===== config.mk =====
export PLATFORM = sky130hd
export DESIGN_NAME = logic_unit_scheduler_flat
export DESIGN_NICKNAME = d
export VERILOG_FILES = /design/src/rtl/logic_unit_if.sv /design/src/rtl/logic_unit_scheduler.sv /design/src/flat_wrapper.sv
export SDC_FILE = /design/constraint.sdc
export NUM_CORES = 1
export LEC_CHECK = 0
export CORE_MARGIN = 2
export CORE_UTILIZATION = 45
export DETAILED_ROUTE_END_ITERATION = 10
export GPL_TIMING_DRIVEN = 1
export PLACE_DENSITY = 0.77
export SLEW_MARGIN = 20
export SYNTH_ARGS = -nofsm -noshare
export SYNTH_HDL_FRONTEND = slang
export SYNTH_SLANG_ARGS = --single-unit

===== constraint.sdc =====
create_clock -name clk -period 1.65 [get_ports clk]
set_input_delay 0.33 -clock clk [delete_from_list [all_inputs] [get_ports clk]]
set_output_delay 0.33 -clock clk [all_outputs]
set_load 0.05 [all_outputs]

===== src/rtl/logic_unit_if.sv =====
// logic_unit_if: requester handshakes plus the shared logic-unit pins
interface logic_unit_if;
  logic       req0, a0, b0;
  logic [1:0] op0;
  logic       req1, a1, b1;
  logic [1:0] op1;
  logic       gnt0, gnt1, done0, done1, result, busy;
  logic       unit_a, unit_b, unit_chave1, unit_chave2, unit_y;
  modport master (
    output req0, a0, b0, op0, req1, a1, b1, op1, unit_y,
    input  gnt0, gnt1, done0, done1, result, busy, unit_a, unit_b, unit_chave1, unit_chave2
  );
  modport slave (
    input  req0, a0, b0, op0, req1, a1, b1, op1, unit_y,
    output gnt0, gnt1, done0, done1, result, busy, unit_a, unit_b, unit_chave1, unit_chave2
  );
endinterface


===== src/rtl/logic_unit_scheduler.sv =====
// logic_unit_scheduler: round-robin sharing of one 1-bit AND/NAND/OR/NOR unit between two requesters
module logic_unit_scheduler #(
  parameter int SETTLE_CYCLES = 1
) (
  input logic        clk,
  input logic        reset,
  logic_unit_if.slave bus
);
  localparam logic [1:0] IDLE = 2'd0;
  localparam logic [1:0] WAIT = 2'd1;
  localparam logic [1:0] DONE = 2'd2;
  localparam logic [3:0] CNT_INIT = 4'(SETTLE_CYCLES - 1);
  logic [1:0] state_q, state_d;
  logic [3:0] cnt_q, cnt_d;
  logic [3:0] unit_q, unit_d;
  logic       last_q, last_d, win_q, win_d, result_q, result_d;
  logic       gnt0_q, gnt0_d, gnt1_q, gnt1_d, done0_q, done0_d, done1_q, done1_d;
  logic       acc, pick1;
  // arbitration and next-state: on a tie the requester that did not win last time goes next
  always_comb begin
    acc      = state_q == IDLE && (bus.req0 || bus.req1);
    pick1    = bus.req1 && (!bus.req0 || !last_q);
    state_d  = state_q;
    cnt_d    = cnt_q;
    unit_d   = unit_q;
    last_d   = last_q;
    win_d    = win_q;
    result_d = result_q;
    gnt0_d   = 1'b0;
    gnt1_d   = 1'b0;
    done0_d  = 1'b0;
    done1_d  = 1'b0;
    if (acc) begin
      state_d = WAIT;
      cnt_d   = CNT_INIT;
      last_d  = pick1;
      win_d   = pick1;
      gnt0_d  = !pick1;
      gnt1_d  = pick1;
      unit_d  = pick1 ? {bus.a1, bus.b1, bus.op1} : {bus.a0, bus.b0, bus.op0};
    end
    if (state_q == WAIT) begin
      state_d  = cnt_q == 4'd0 ? DONE : WAIT;
      cnt_d    = cnt_q == 4'd0 ? cnt_q : cnt_q - 4'd1;
      result_d = cnt_q == 4'd0 ? bus.unit_y : result_q;
    end
    if (state_q == DONE) begin
      state_d = IDLE;
      done0_d = !win_q;
      done1_d = win_q;
    end
    if (state_q == 2'd3) state_d = IDLE;
  end
  // state registers; reset discards any in-flight transaction
  always_ff @(posedge clk) begin
    if (reset) begin
      state_q  <= IDLE;
      cnt_q    <= 4'd0;
      unit_q   <= 4'd0;
      last_q   <= 1'b1;
      win_q    <= 1'b0;
      result_q <= 1'b0;
      gnt0_q   <= 1'b0;
      gnt1_q   <= 1'b0;
      done0_q  <= 1'b0;
      done1_q  <= 1'b0;
    end else begin
      state_q  <= state_d;
      cnt_q    <= cnt_d;
      unit_q   <= unit_d;
      last_q   <= last_d;
      win_q    <= win_d;
      result_q <= result_d;
      gnt0_q   <= gnt0_d;
      gnt1_q   <= gnt1_d;
      done0_q  <= done0_d;
      done1_q  <= done1_d;
    end
  end
  assign {bus.unit_a, bus.unit_b, bus.unit_chave1, bus.unit_chave2} = unit_q;
  assign bus.gnt0   = gnt0_q;
  assign bus.gnt1   = gnt1_q;
  assign bus.done0  = done0_q;
  assign bus.done1  = done1_q;
  assign bus.result = result_q;
  assign bus.busy   = state_q != IDLE;
endmodule


===== src/flat_wrapper.sv =====
// flat-port wrapper written by rule: the top's interface ports become plain ports
module logic_unit_scheduler_flat 
#(
  parameter int SETTLE_CYCLES = 1
)
  (clk, reset, bus_req0, bus_a0, bus_b0, bus_op0, bus_req1, bus_a1, bus_b1, bus_op1, bus_unit_y, bus_gnt0, bus_gnt1, bus_done0, bus_done1, bus_result, bus_busy, bus_unit_a, bus_unit_b, bus_unit_chave1, bus_unit_chave2);
  logic_unit_if bus_i ();
  input logic clk;
  input logic reset;
  input wire logic [$bits(bus_i.req0)-1:0] bus_req0;
  input wire logic [$bits(bus_i.a0)-1:0] bus_a0;
  input wire logic [$bits(bus_i.b0)-1:0] bus_b0;
  input wire logic [$bits(bus_i.op0)-1:0] bus_op0;
  input wire logic [$bits(bus_i.req1)-1:0] bus_req1;
  input wire logic [$bits(bus_i.a1)-1:0] bus_a1;
  input wire logic [$bits(bus_i.b1)-1:0] bus_b1;
  input wire logic [$bits(bus_i.op1)-1:0] bus_op1;
  input wire logic [$bits(bus_i.unit_y)-1:0] bus_unit_y;
  output wire logic [$bits(bus_i.gnt0)-1:0] bus_gnt0;
  output wire logic [$bits(bus_i.gnt1)-1:0] bus_gnt1;
  output wire logic [$bits(bus_i.done0)-1:0] bus_done0;
  output wire logic [$bits(bus_i.done1)-1:0] bus_done1;
  output wire logic [$bits(bus_i.result)-1:0] bus_result;
  output wire logic [$bits(bus_i.busy)-1:0] bus_busy;
  output wire logic [$bits(bus_i.unit_a)-1:0] bus_unit_a;
  output wire logic [$bits(bus_i.unit_b)-1:0] bus_unit_b;
  output wire logic [$bits(bus_i.unit_chave1)-1:0] bus_unit_chave1;
  output wire logic [$bits(bus_i.unit_chave2)-1:0] bus_unit_chave2;
  assign bus_i.req0 = bus_req0;
  assign bus_i.a0 = bus_a0;
  assign bus_i.b0 = bus_b0;
  assign bus_i.op0 = bus_op0;
  assign bus_i.req1 = bus_req1;
  assign bus_i.a1 = bus_a1;
  assign bus_i.b1 = bus_b1;
  assign bus_i.op1 = bus_op1;
  assign bus_i.unit_y = bus_unit_y;
  assign bus_gnt0 = bus_i.gnt0;
  assign bus_gnt1 = bus_i.gnt1;
  assign bus_done0 = bus_i.done0;
  assign bus_done1 = bus_i.done1;
  assign bus_result = bus_i.result;
  assign bus_busy = bus_i.busy;
  assign bus_unit_a = bus_i.unit_a;
  assign bus_unit_b = bus_i.unit_b;
  assign bus_unit_chave1 = bus_i.unit_chave1;
  assign bus_unit_chave2 = bus_i.unit_chave2;
  logic_unit_scheduler #(.SETTLE_CYCLES(SETTLE_CYCLES)) u_core (.clk(clk), .reset(reset), .bus(bus_i));
endmodule

# Word-level counts from Yosys, hierarchy flattened
# Index checks and enable logic that the tools add are counted.
[word_totals]
ff_bits = 17
inputBits = 13
output_inout_bits = 10
elab_cells = 41
[classes]
add_sub_neg = 1
n_eq_ne = 4
mux = 7
n_bitwise = 2
reduce_logical = 17
[op_table]
columns = ["cell", "n"]
rows = [
  ["2-to-1 mux 4 bit", 4],
  ["2-to-1 mux 2 bit", 3],
  ["equality test 2 bit (second input constant)", 2],
  ["logical NOT 1 bit", 4],
  ["logical NOT 4 bit", 1],
  ["AND reduction 2 bit", 2],
  ["nonzero test 2 bit", 2],
  ["OR reduction 2 bit", 2],
  ["subtractor 4 x 1 -> 4 bit (second input constant)", 1],
  ["OR reduction 3 bit", 1],
  ["equality test 2 x 1 -> 1 bit (second input constant)", 1],
  ["logical AND 1 bit", 2],
  ["logical NOT 2 bit", 1],
  ["logical OR 1 bit", 2],
  ["!= test 2 bit (second input constant)", 1],
  ["NOT 1 bit", 2],
]

# Depth between registers and ports, before layout
[logic_depth]
depth_word = 4
depth_mapped = 5
depth_no_buf = 5

# Least setup slack after synthesis
# No wires, ideal clock.
[synth_timing]
path_type = "reg2reg"
startpoint = "register u_core.state_q[0]"
endpoint = "register u_core.cnt_q[0]"
setup_time_ps = 137
arrival_ps = 1210
t_required_ps = 1513
setup_slack_ps = 303
stages_incl_launch_ff = 5
n_path_buf = 0
period_less_slack_ps = 1347
path_cell_list = "dfxtp_1 -> nor2_2 -> inv_1 -> o221ai_1 -> a21oi_1"
[synth_via]
elab_chain_cells = 4
word_cells_on_any_way = 7
classes_between = "2 x eq/ne; 1 x mux; 4 x reduce/logical"
[synth_rtl]
columns = ["element", "line", "source"]
rows = [
  ["start, declared", "logic_unit_scheduler.sv:13", "logic [1:0] state_q, state_d;"],
  ["start signal, assigned", "logic_unit_scheduler.sv:68", "state_q <= state_d;"],
  ["logical NOT 2 bit", "logic_unit_scheduler.sv:21", "acc = state_q == IDLE && (bus.req0 || bus.req1);"],
  ["logical AND 1 bit", "logic_unit_scheduler.sv:21", ""],
  ["nonzero test 2 bit (no source line)", "-", ""],
  ["AND reduction 2 bit (no source line)", "-", ""],
  ["end signal, assigned", "logic_unit_scheduler.sv:69", "cnt_q <= cnt_d;"],
  ["end, declared", "logic_unit_scheduler.sv:14", "logic [3:0] cnt_q, cnt_d;"],
]
# Parallel ways exist; a longest one is shown, timed or not.
# A chain may end at the register's enable or synchronous reset.

# Worst setup path after layout
[layout_timing]
startpoint = "register u_core.state_q[0]"
endpoint = "output port bus_busy"
[layout_via]
elab_chain_cells = 1
[layout_rtl]
columns = ["element", "line", "source"]
rows = [
  ["nonzero test 2 bit", "logic_unit_scheduler.sv:86", "assign bus.busy = state_q != IDLE;"],
  ["end, declared", "flat_wrapper.sv:24", "output wire logic [$bits(bus_i.busy)-1:0] bus_busy;"],
]
# No other way between the ends.

==> summary.txt <==
initial antenna violation count = 0
Post-Place Cells = 118
Setup WS post-layout = 149 ps
I/O pin total = 23
FMAX = 0.666 GHz
largest net degree at the start of global routing = 11
sequential fraction of the synthesis area = 0.439
Post-CTS Hold Fix Bufs = 0
Finished Layout Cells = 122
core area = 1560 um2
Slew Limit Fails = 0
Leak = 0.000428 uW
Final ANT Viol Nets = 0
clk_lat worst skew = 290 ps
period utilization = 0.910
TritonCTS Buffers = 3
Unique masters post-synth = 31
TritonRoute pass-1 iters = 4
Tightest Hold Check Type = reg -> reg
antenna fix cells = 0
Nets = 122
drc violations = 0
layout cells sized above 1 = 0.255
DR WL met3 = 103 um
max layer used = met4
Syn Nets = 94
mapped cell area = 774 um2
vias = 716
min Tclk post-route = 1500 ps
Post-Place Cell Area = 1000 um2
worst-path fanout max = 5
clk root buf = clkbuf_4
Final Hold Viols = 0
critical path type = reg -> out
post-place setup slack = 20.0 ps
setup repair bufs after CTS = 0
final instance area = 1030 um2
setup TNS = 0 ps
DR WL/cell = 13.5 um
GPL Wtd Cong = 0.922
run status = complete, no violations
Worst Skew = 7.19 ps
fillcell total = 140
gr usage total = 0.179
Rows = 14
GRT overflow = 0
required time of the critical path = 1320 ps
first-pass GRT wire length = 2700 um
YS warnings = 0
critical path launch point type = flip-flop
power per cell area = 906 nW/um2
die height = 45.5 um
met2 WL = 748 um
DRT Wirelength = 1650 um
die width = 45.5 um
vias in the first global route = 622
area delta synth->final = 32.8%
initial core utilization = 0.497
Yosys reg bits = 17
clock tree from TritonCTS = done
Rel. slew slack = 0.783
Avg Synthesized Cell Area = 9.80 um2
CTS sink count = 17
cell count after synthesis = 79
RSZ-0062 raised after global routing = false
clock-pin slew on the worst setup and hold paths = 110 ps
port bufs = 22
max capacitance violation total = 0
First DRT Iteration DRCs = 10
setup violators final = 0
DRT met1 WL = 788 um
CTS Buffer Depth = 2
H-tree levels = 1
DR vias/cell = 5.87
Data arrival, critical path = 1170 ps
Detailed Place HPWL = 1250 um
Worst setup EP type = output pin
Post-CTS Resized = 0
Worst-Margin Slew = 325 ps
Die ar. = 2070 um2
VDD IR-drop max = 0.672 mV
==> metrics by stage <==
stage	utilization	total power, uW	hold WS (ps)
after detailed placement	0.642	716	442
after global routing	0.660	975	516
after floorplan	-	626	408
after CTS	0.660	936	459
after global placement	0.642	714	434
final	0.660	932	461
==> layout by cell type (no fill, tap or decap), types with 3 or more instances in the layout <==
cell	n
buf_4	14
dfxtp_1	17
clkbuf_4	3
a211oi_2	3
nand2_1	3
mux2i_1	4
a21oi_1	10
clkdlybuf4s50_1	12
o21ai_0	5
inv_1	5
nor2_1	4
==> Yosys cell counts <==
library cell	number	area, um2
o41ai_1	2	17.5
a41o_1	1	10.0
buf_6	1	11.3
a21oi_1	10	50.1
mux2i_1	4	40.0
nor2_4	1	11.3
nand2_1	3	11.3
a211oi_2	3	37.5
and3_1	1	6.26
or2_2	1	6.26
nor4b_1	1	8.76
and2b_2	1	8.76
a211oi_1	1	7.51
nor3_1	1	5.00
o21ai_0	5	25.0
ha_1	2	25.0
nor3b_1	1	7.51
o311ai_0	1	8.76
or3_1	1	6.26
a21boi_4	1	18.8
clkbuf_1	1	3.75
o221ai_1	1	8.76
nor2_1	4	15.0
dfxtp_1	17	340
and4bb_2	1	12.5
nand4b_1	2	17.5
nor2_2	1	6.26
buf_1	1	3.75
nand2b_1	2	12.5
inv_1	5	18.8
nor4_1	2	12.5
==> worst max-delay path: stages (launching register included) <==
cell and delay (ps):
dfxtp_1 420, nor2_2 70, inv_1 160, buf_4 230
==> per-layer routing <==
layer / track usage / vias up
met3: 0.0357 / 2
met1: 0.248 / 339
li1: - / 350
met4: 0.0353 / 0
met2: 0.287 / 25
met5: 0 / -
==> final timing paths <==
path / startpoint / endpoint / slack [ps] / depth (start not counted)
worst max-delay path: u_core.state_q[0] / bus_busy / 150 / 3
worst min-delay path: u_core.win_q / u_core.bus.done0 / 460 / 1
worst max register to register: u_core.cnt_q[0] / u_core.cnt_q[0] / 250 / 5
worst min register to register: u_core.win_q / u_core.bus.done0 / 460 / 1
==> area by class of cell <==
cell class | instances | area, um2 | share of cell area
clock buffer | 3 | 22.5 | 0.0219
timing repair buffer | 26 | 225 | 0.219
clock inverter | 1 | 5.00 | 0.00487
sequential | 17 | 340 | 0.331
multi-input combinational | 54 | 397 | 0.386
inverter | 5 | 18.8 | 0.0182
tap | 16 | 20.0 | 0.0195
==> where the power goes <==
part / switching, uW / total [uW] / internal, uW
Sequential: 18.3 / 455 / 437
Clock: 135 / 225 / 90.0
Combinational: 152 / 251 / 99.1
Total: 306 / 932 / 626
==> sequential cells by signal (all words and copies together), names as in the netlist <==
name / count
u_core.bus.done0: 1
u_core.last_q: 1
u_core.cnt_q: 4
u_core.bus.done1: 1
u_core.bus.result: 1
u_core.bus.gnt1: 1
u_core.bus.gnt0: 1
u_core.unit_q: 4
u_core.win_q: 1
u_core.state_q: 2
==> cell families (layout without fill, tap and decap cells) <==
kind of cell | Yosys count | after routing | share of synthesized area
muxes | 4 | 4 | 0.0517
DFF | 17 | 17 | 0.439
buffers and inverters | 8 | 35 | 0.0485
adders and majority gates | 2 | 2 | 0.0323
AOI/OAI and AO/OA | 25 | 25 | 0.237
and+or+nand+nor | 23 | 23 | 0.191
(Power assumes the default switching activity.)
